<file path="config.mk">
export PLATFORM = sky130hd
export DESIGN_NAME = tns_enc_18_flat
export DESIGN_NICKNAME = d
export VERILOG_FILES = /design/src/rtl/tns_enc_18_pkg.sv /design/src/rtl/tns_enc_18_if.sv /design/src/rtl/tns_enc_18_grp.sv /design/src/rtl/tns_enc_18.sv /design/src/flat_wrapper.sv
export SDC_FILE = /design/constraint.sdc
export NUM_CORES = 1
export LEC_CHECK = 0
export CAP_MARGIN = 5
export CORE_ASPECT_RATIO = 1.25
export CORE_MARGIN = 2
export CORE_UTILIZATION = 59
export DETAILED_ROUTE_END_ITERATION = 8
export HOLD_SLACK_MARGIN = 0.02
export PLACE_DENSITY = 0.79
export SETUP_SLACK_MARGIN = 0.02
export SKIP_LAST_GASP = 1
export SLEW_MARGIN = 20
export SYNTH_ARGS = -nofsm -noshare
export SYNTH_HDL_FRONTEND = slang
export SYNTH_HIERARCHICAL = 1
export SYNTH_SLANG_ARGS = --single-unit
export TNS_END_PERCENT = 10
</file>
<file path="constraint.sdc">
create_clock -name clk -period 9.45 [get_ports clk]
set_input_delay 1.4175 -clock clk [delete_from_list [all_inputs] [get_ports clk]]
set_output_delay 1.4175 -clock clk [all_outputs]
set_load 0.05 [all_outputs]
</file>
<file path="src/rtl/tns_enc_18_pkg.sv">
// Shared constants for the 18-wire TNS encoder and decoder.
// Provides the data width, the 18 wire weights, the codeword cardinality and the FSM encodings.
package tns_enc_18_pkg;

    // Binary data word width; it must hold values up to TNS18_CARD.
    localparam int unsigned BLEN06 = 13;

    // Wire weights. Group n (1..6) carries A (MSB), B, C (LSB).
    // Each weight is the sum of the two below it, so a greedy MSB-first encoding never sets two adjacent wires.
    localparam logic [BLEN06-1:0] TNS01_C = 13'd1;
    localparam logic [BLEN06-1:0] TNS01_B = 13'd2;
    localparam logic [BLEN06-1:0] TNS01_A = 13'd3;
    localparam logic [BLEN06-1:0] TNS02_C = 13'd5;
    localparam logic [BLEN06-1:0] TNS02_B = 13'd8;
    localparam logic [BLEN06-1:0] TNS02_A = 13'd13;
    localparam logic [BLEN06-1:0] TNS03_C = 13'd21;
    localparam logic [BLEN06-1:0] TNS03_B = 13'd34;
    localparam logic [BLEN06-1:0] TNS03_A = 13'd55;
    localparam logic [BLEN06-1:0] TNS04_C = 13'd89;
    localparam logic [BLEN06-1:0] TNS04_B = 13'd144;
    localparam logic [BLEN06-1:0] TNS04_A = 13'd233;
    localparam logic [BLEN06-1:0] TNS05_C = 13'd377;
    localparam logic [BLEN06-1:0] TNS05_B = 13'd610;
    localparam logic [BLEN06-1:0] TNS05_A = 13'd987;
    localparam logic [BLEN06-1:0] TNS06_C = 13'd1597;
    localparam logic [BLEN06-1:0] TNS06_B = 13'd2584;
    localparam logic [BLEN06-1:0] TNS06_A = 13'd4181;

    // Number of legal 18-wire codewords (largest decodable value + 1).
    localparam logic [BLEN06-1:0] TNS18_CARD = 13'd6765;

    // Encoder FSM states.
    typedef enum logic [1:0] {
        TNS_ENC_IDLE = 2'd0,
        TNS_ENC_CALC = 2'd1,
        TNS_ENC_DONE = 2'd2
    } tns_enc_state_t;

endpackage

</file>
<file path="src/rtl/tns_enc_18_if.sv">
// Valid/ready bus bundle of the 18-wire TNS encoder: data in on one side, codeword out on the other.
interface tns_enc_18_if;
    import tns_enc_18_pkg::*;

    logic              in_valid;
    logic              in_ready;
    logic [BLEN06-1:0] datain;
    logic              out_valid;
    logic              out_ready;
    logic [17:0]       codeout;
    logic              range_err;

    // Encoder side.
    modport slave (
        input  in_valid, datain, out_ready,
        output in_ready, out_valid, codeout, range_err
    );

    // Upstream/downstream partner side.
    modport master (
        output in_valid, datain, out_ready,
        input  in_ready, out_valid, codeout, range_err
    );
endinterface

</file>
<file path="src/rtl/tns_enc_18_grp.sv">
// tns_grp_enc: combinational greedy encoder for one 3-wire group.
// Tries A, then B, then C against the running residue and subtracts each weight that fits.
module tns_grp_enc
    import tns_enc_18_pkg::*;
(
    input  logic [BLEN06-1:0] residue,
    input  logic [BLEN06-1:0] w_a,
    input  logic [BLEN06-1:0] w_b,
    input  logic [BLEN06-1:0] w_c,
    output logic [2:0]        bits,
    output logic [BLEN06-1:0] residue_next
);

    logic [BLEN06-1:0] r_after_a;
    logic [BLEN06-1:0] r_after_b;

    // Chained compare/subtract; subtraction only happens when the weight fits, so no underflow.
    always_comb begin
        bits         = 3'b000;
        bits[2]      = (residue >= w_a);
        r_after_a    = bits[2] ? (residue - w_a) : residue;
        bits[1]      = (r_after_a >= w_b);
        r_after_b    = bits[1] ? (r_after_a - w_b) : r_after_a;
        bits[0]      = (r_after_b >= w_c);
        residue_next = bits[0] ? (r_after_b - w_c) : r_after_b;
    end

endmodule

</file>
<file path="src/rtl/tns_enc_18.sv">
// tns_enc_18: sequential greedy encoder producing an 18-wire TNS codeword, one 3-wire group per cycle.
// IDLE captures a word, CALC resolves groups 5..0 MSB first, DONE holds the result until accepted.
module tns_enc_18
    import tns_enc_18_pkg::*;
(
    input  logic         clk,
    input  logic         rst_n,
    tns_enc_18_if.slave  bus
);

    tns_enc_state_t    state_q, state_d;
    logic [2:0]        grp_q, grp_d;
    logic [BLEN06-1:0] residue_q, residue_d;
    logic [17:0]       codeout_q, codeout_d;
    logic              range_err_q, range_err_d;
    logic              in_ready_q, in_ready_d;
    logic              out_valid_q, out_valid_d;

    logic [BLEN06-1:0] w_a, w_b, w_c;
    logic [2:0]        grp_bits;
    logic [BLEN06-1:0] grp_res;

    // Select the weight triple of the group currently being resolved.
    always_comb begin
        w_a = '0;
        w_b = '0;
        w_c = '0;
        case (grp_q)
            3'd0:    begin w_a = TNS01_A; w_b = TNS01_B; w_c = TNS01_C; end
            3'd1:    begin w_a = TNS02_A; w_b = TNS02_B; w_c = TNS02_C; end
            3'd2:    begin w_a = TNS03_A; w_b = TNS03_B; w_c = TNS03_C; end
            3'd3:    begin w_a = TNS04_A; w_b = TNS04_B; w_c = TNS04_C; end
            3'd4:    begin w_a = TNS05_A; w_b = TNS05_B; w_c = TNS05_C; end
            3'd5:    begin w_a = TNS06_A; w_b = TNS06_B; w_c = TNS06_C; end
            default: begin w_a = '0;      w_b = '0;      w_c = '0;      end
        endcase
    end

    tns_grp_enc u_grp_enc (
        .residue      (residue_q),
        .w_a          (w_a),
        .w_b          (w_b),
        .w_c          (w_c),
        .bits         (grp_bits),
        .residue_next (grp_res)
    );

    // Next-state logic; out_valid rises one cycle after entering DONE so the handshake sees a settled codeword.
    always_comb begin
        state_d     = state_q;
        grp_d       = grp_q;
        residue_d   = residue_q;
        codeout_d   = codeout_q;
        range_err_d = range_err_q;
        in_ready_d  = in_ready_q;
        out_valid_d = out_valid_q;
        case (state_q)
            TNS_ENC_IDLE: begin
                if (bus.in_valid && in_ready_q) begin
                    residue_d  = bus.datain;
                    codeout_d  = '0;
                    grp_d      = 3'd5;
                    in_ready_d = 1'b0;
                    if (bus.datain >= TNS18_CARD) begin
                        range_err_d = 1'b1;
                        state_d     = TNS_ENC_DONE;
                    end else begin
                        range_err_d = 1'b0;
                        state_d     = TNS_ENC_CALC;
                    end
                end
            end
            TNS_ENC_CALC: begin
                for (int g = 0; g < 6; g++) begin
                    if (grp_q == 3'(g)) codeout_d[3*g +: 3] = grp_bits;
                end
                residue_d = grp_res;
                if (grp_q == 3'd0) begin
                    state_d = TNS_ENC_DONE;
                end else begin
                    grp_d = grp_q - 3'd1;
                end
            end
            TNS_ENC_DONE: begin
                out_valid_d = 1'b1;
                if (out_valid_q && bus.out_ready) begin
                    out_valid_d = 1'b0;
                    in_ready_d  = 1'b1;
                    state_d     = TNS_ENC_IDLE;
                end
            end
            default: begin
                state_d     = TNS_ENC_IDLE;
                in_ready_d  = 1'b1;
                out_valid_d = 1'b0;
            end
        endcase
    end

    // State and output registers; reset aborts any word in flight.
    always_ff @(posedge clk or negedge rst_n) begin
        if (!rst_n) begin
            state_q     <= TNS_ENC_IDLE;
            grp_q       <= 3'd0;
            residue_q   <= '0;
            codeout_q   <= '0;
            range_err_q <= 1'b0;
            in_ready_q  <= 1'b1;
            out_valid_q <= 1'b0;
        end else begin
            state_q     <= state_d;
            grp_q       <= grp_d;
            residue_q   <= residue_d;
            codeout_q   <= codeout_d;
            range_err_q <= range_err_d;
            in_ready_q  <= in_ready_d;
            out_valid_q <= out_valid_d;
        end
    end

`ifndef SYNTHESIS
    // The last group must consume the whole residue for any in-range word.
    always_ff @(posedge clk) begin
        if (rst_n && state_q == TNS_ENC_CALC && grp_q == 3'd0) begin
            assert (grp_res == '0);
        end
    end
`endif

    assign bus.in_ready  = in_ready_q;
    assign bus.out_valid = out_valid_q;
    assign bus.codeout   = codeout_q;
    assign bus.range_err = range_err_q;

endmodule
</file>
<file path="src/flat_wrapper.sv">
// flat-port wrapper written by rule: the top's interface ports become plain ports
module tns_enc_18_flat import tns_enc_18_pkg::*;
  (clk, rst_n, bus_in_valid, bus_datain, bus_out_ready, bus_in_ready, bus_out_valid, bus_codeout, bus_range_err);
  tns_enc_18_if bus_i ();
  input  logic clk;
  input  logic rst_n;
  input wire logic [$bits(bus_i.in_valid)-1:0] bus_in_valid;
  input wire logic [$bits(bus_i.datain)-1:0] bus_datain;
  input wire logic [$bits(bus_i.out_ready)-1:0] bus_out_ready;
  output wire logic [$bits(bus_i.in_ready)-1:0] bus_in_ready;
  output wire logic [$bits(bus_i.out_valid)-1:0] bus_out_valid;
  output wire logic [$bits(bus_i.codeout)-1:0] bus_codeout;
  output wire logic [$bits(bus_i.range_err)-1:0] bus_range_err;
  assign bus_i.in_valid = bus_in_valid;
  assign bus_i.datain = bus_datain;
  assign bus_i.out_ready = bus_out_ready;
  assign bus_in_ready = bus_i.in_ready;
  assign bus_out_valid = bus_i.out_valid;
  assign bus_codeout = bus_i.codeout;
  assign bus_range_err = bus_i.range_err;
  tns_enc_18 u_core (.clk(clk), .rst_n(rst_n), .bus(bus_i));
endmodule
</file>
==> impl_metrics.toml, run 1 <==
[status]
status = "finished clean"

[clocking]
cts_buffer_depth = 2
root_buffer = "clkbuf_8"
cts_setup_buffers = 0
cts_sinks = 39
insertion_delay_ns = 0.30
cts_buffers = 5
cts_tree = "built"
cts.clk_slew.worst_paths_ns = 0.09
htreeDepth = 2
ctsHoldBuffers = 0
cts-resized-gates = 0

[power_and_ir_drop]
switching_share_pct = 23.7
clkPwrFrac_pct = 43.2
switchingPower_mw = 0.0797
power.total_mw = 0.336
pwr-share-seq_pct = 49.6
internal_power_mw = 0.256
ir_drop_uv = 79.7
pwr-share-comb_pct = 7.1
p_per_area_nw_per_um2 = 70.3
p_leak_nw = 2.40

[flow_run]
drv_cap = 0

[global_route]
grt_pass1_vias = 3901
grt_max_degree = 40
track_usage_pct = 29.6
grt_pass1_wl_mm = 18.3
antenna_found_initial = 0
grt-ovfl-total = 0

[sta]
timing.fmax_mhz = 115
hold_viol = 0
setup_violations = 0
period_needed_ns = 8.71
slew_headroom_pct = 39.8
rsz0062_at_grt = "false"
fin_crit_sh_pct = 92.2
skew_ns = 0.0147
fin_setup_tns_ns = 0
worstMarginPinSlew_ns = 0.903
maxSlewViolCount = 0
holdWs_ns = 0.492

[route]
vias_per_cell = 6.05
via_count = 3843
drc_errors = 0
wl_mm = 11.0
drtPass1Iterations = 5
wl_per_cell_um = 17.3
drt_first_iter_violations = 225
antenna_left = 0

[setup_path]
cp_max_fo = 23
critPathCaptureType = "register"
max_stage_delay_ns = 0.71
path_class = "register to register"
required_ns = 9.63
slowest_stage = "o22ai_1"
start_kind = "register"
cp.arrival_ns = 8.90

[synthesis]
syn_area_per_cell_um2 = 8.43
async_reset_ff_share_pct = 100
ys_types = 70
synth_edf_count = 0
synthTopCellsByArea = "dfrtp_1, ha_1, mux2_2"
ys_seq_elements = 39
synth_cells = 499
netlist.area_leader.share_pct = 22.6
yosysSeqAreaShare_pct = 23.2
synthesis.area_um2 = 4210
synth_top_cell_by_area = "dfrtp_1"
yosys_warnings = 6
synth_flop_cell = "dfrtp_1"

[worst_hold_path]
hold_class = "register to register"

[die]
row_count = 34
die-area_um2 = 7820
io_pins = 38
core_area_um2 = 6930
die_w_um = 79.5
die_h_um = 98.4
start_util_pct = 60.6

[cells_and_area]
area_delta_synth_final_pct = 13.7
fin_cells = 635
num-fill-cells = 568
nets = 609
num_antenna_cells = 0
layout-drive-gt1-share_pct = 10.5

[placed_design]
place_hpwl_mm = 8.74
place_congestion = 1.03
numPortBuffers = 37
dp_cells = 627
-- path summary, 6_finish.rpt --
path / to / slack [ns] / from / cells past startpoint
worst min-delay path: u_core/bus.in_ready / 0.49 / u_core/bus.in_ready / 2
min in group asynchronous: u_core/residue_q[7] / 1.22 / rst_n / 1
worst max register to register: u_core/residue_q[10] / 0.74 / u_core/grp_q[0] / 32
worst min register to register: u_core/bus.in_ready / 0.49 / u_core/bus.in_ready / 2
worst max-delay path: u_core/residue_q[10] / 0.74 / u_core/grp_q[0] / 32
max in group asynchronous: u_core/bus.codeout[14] / 7.65 / rst_n / 1
-- metrics by stage --
step / cell area, um^2 / setup WS [ns] / utilization (%)
final: 4780 / 0.735 / 68.9
after global routing: 4780 / 0.0312 / 68.9
after detailed placement: 4670 / 0.871 / 67.3
after global placement: 4670 / 1.13 / 67.3
after floorplan: 4240 / 2.67 / -
after CTS: 4780 / 0.833 / 68.9
-- kinds of logic after synthesis --
group | synth area share [%]
AND/OR/NAND/NOR | 17.2
other | 0.0892
XOR/XNOR | 5.62
adder cells (fa/ha/maj) | 14.8
flip-flops | 23.2
buffers and inverters | 7.26
AO/OA/AOI/OAI | 23.4
multiplexers | 8.30
-- state kept, by name, summed over array words and instances (netlist names) --
name / flops
u_core/residue_q: 13
u_core/bus.range_err: 1
u_core/bus.in_ready: 1
u_core/bus.out_valid: 1
u_core/bus.codeout: 18
u_core/grp_q: 3
u_core/state_q: 2
-- routing by layer --
layer | up-vias | global-route usage, % | routed length (um)
met5 | - | 0 | 0
met2 | 107 | 50.0 | 5440
met3 | 49 | 3.51 | 404
met1 | 1828 | 34.8 | 4400
met4 | 0 | 19.4 | 770
li1 | 1859 | - | -
-- area by class of cell --
type,instances,area (um^2),share of cell area (%)
Multi-Input combinational cell,400,2980,62.3
Sequential cell,39,977,20.4
Timing Repair Buffer,39,380,7.96
Inverter,59,221,4.63
Tap cell,90,113,2.36
Clock buffer,5,68.8,1.44
Clock inverter,3,43.8,0.916
-- power by group through the flow --
stage	logic [mW]	clock network (mW)	registers, mW
6_report	0.0240	0.145	0.167
5_1_grt	0.0269	0.154	0.167
4_1_cts	0.0240	0.149	0.167
3_5_place_dp	0.0239	0	0.170
3_3_place_gp	0.0236	0	0.170
2_1_floorplan	0.0103	0	0.170
-- worst max-delay path, delay by kind of cell, from the launching register on --
kind | cells | cell delay, ns
AND/OR/NAND/NOR | 6 | 0.78
buffers and inverters | 6 | 1.14
multiplexers | 3 | 1.08
AO/OA/AOI/OAI | 13 | 3.87
flip-flops | 1 | 0.46
adder cells (fa/ha/maj) | 4 | 1.24
-- synthesized netlist by cell type, types with 13 or more instances --
master / instances
xnor2_1: 18
nand2b_1: 13
ha_1: 45
nand2_1: 48
a21oi_1: 25
o21ai_0: 22
a21o_1: 15
mux2_2: 21
dfrtp_1: 38
inv_1: 57
a22o_1: 18
nor2_1: 30
-- placed cells by master (no fill, tap or decap), drive strengths merged, types with 18 or more instances in the layout --
master | synthesis | final
mux2 | 23 | 23
nand2 | 48 | 48
o21ai | 26 | 26
a21oi | 26 | 26
clkdlybuf4s50 | 0 | 36
dfrtp | 38 | 38
a22o | 18 | 18
inv | 59 | 59
ha | 45 | 45
nor2 | 34 | 34
xnor2 | 18 | 18
Note: power is estimated with default switching activity, not from simulation.
==> inputs of run 2 (changes only) <==
Settings changed: HOLD_SLACK_MARGIN 0.02 to not set.
==> results of run 2 <==
Same layout as run 1: the final DEF is identical, and so are final timing and power.
==> inputs of run 3 (changes only) <==
Settings changed: CTS_CLUSTER_SIZE set to 8, HOLD_SLACK_MARGIN set to 0.06.
==> results of run 3 <==
Same layout as run 1: the final DEF is identical, and so are final timing and power.
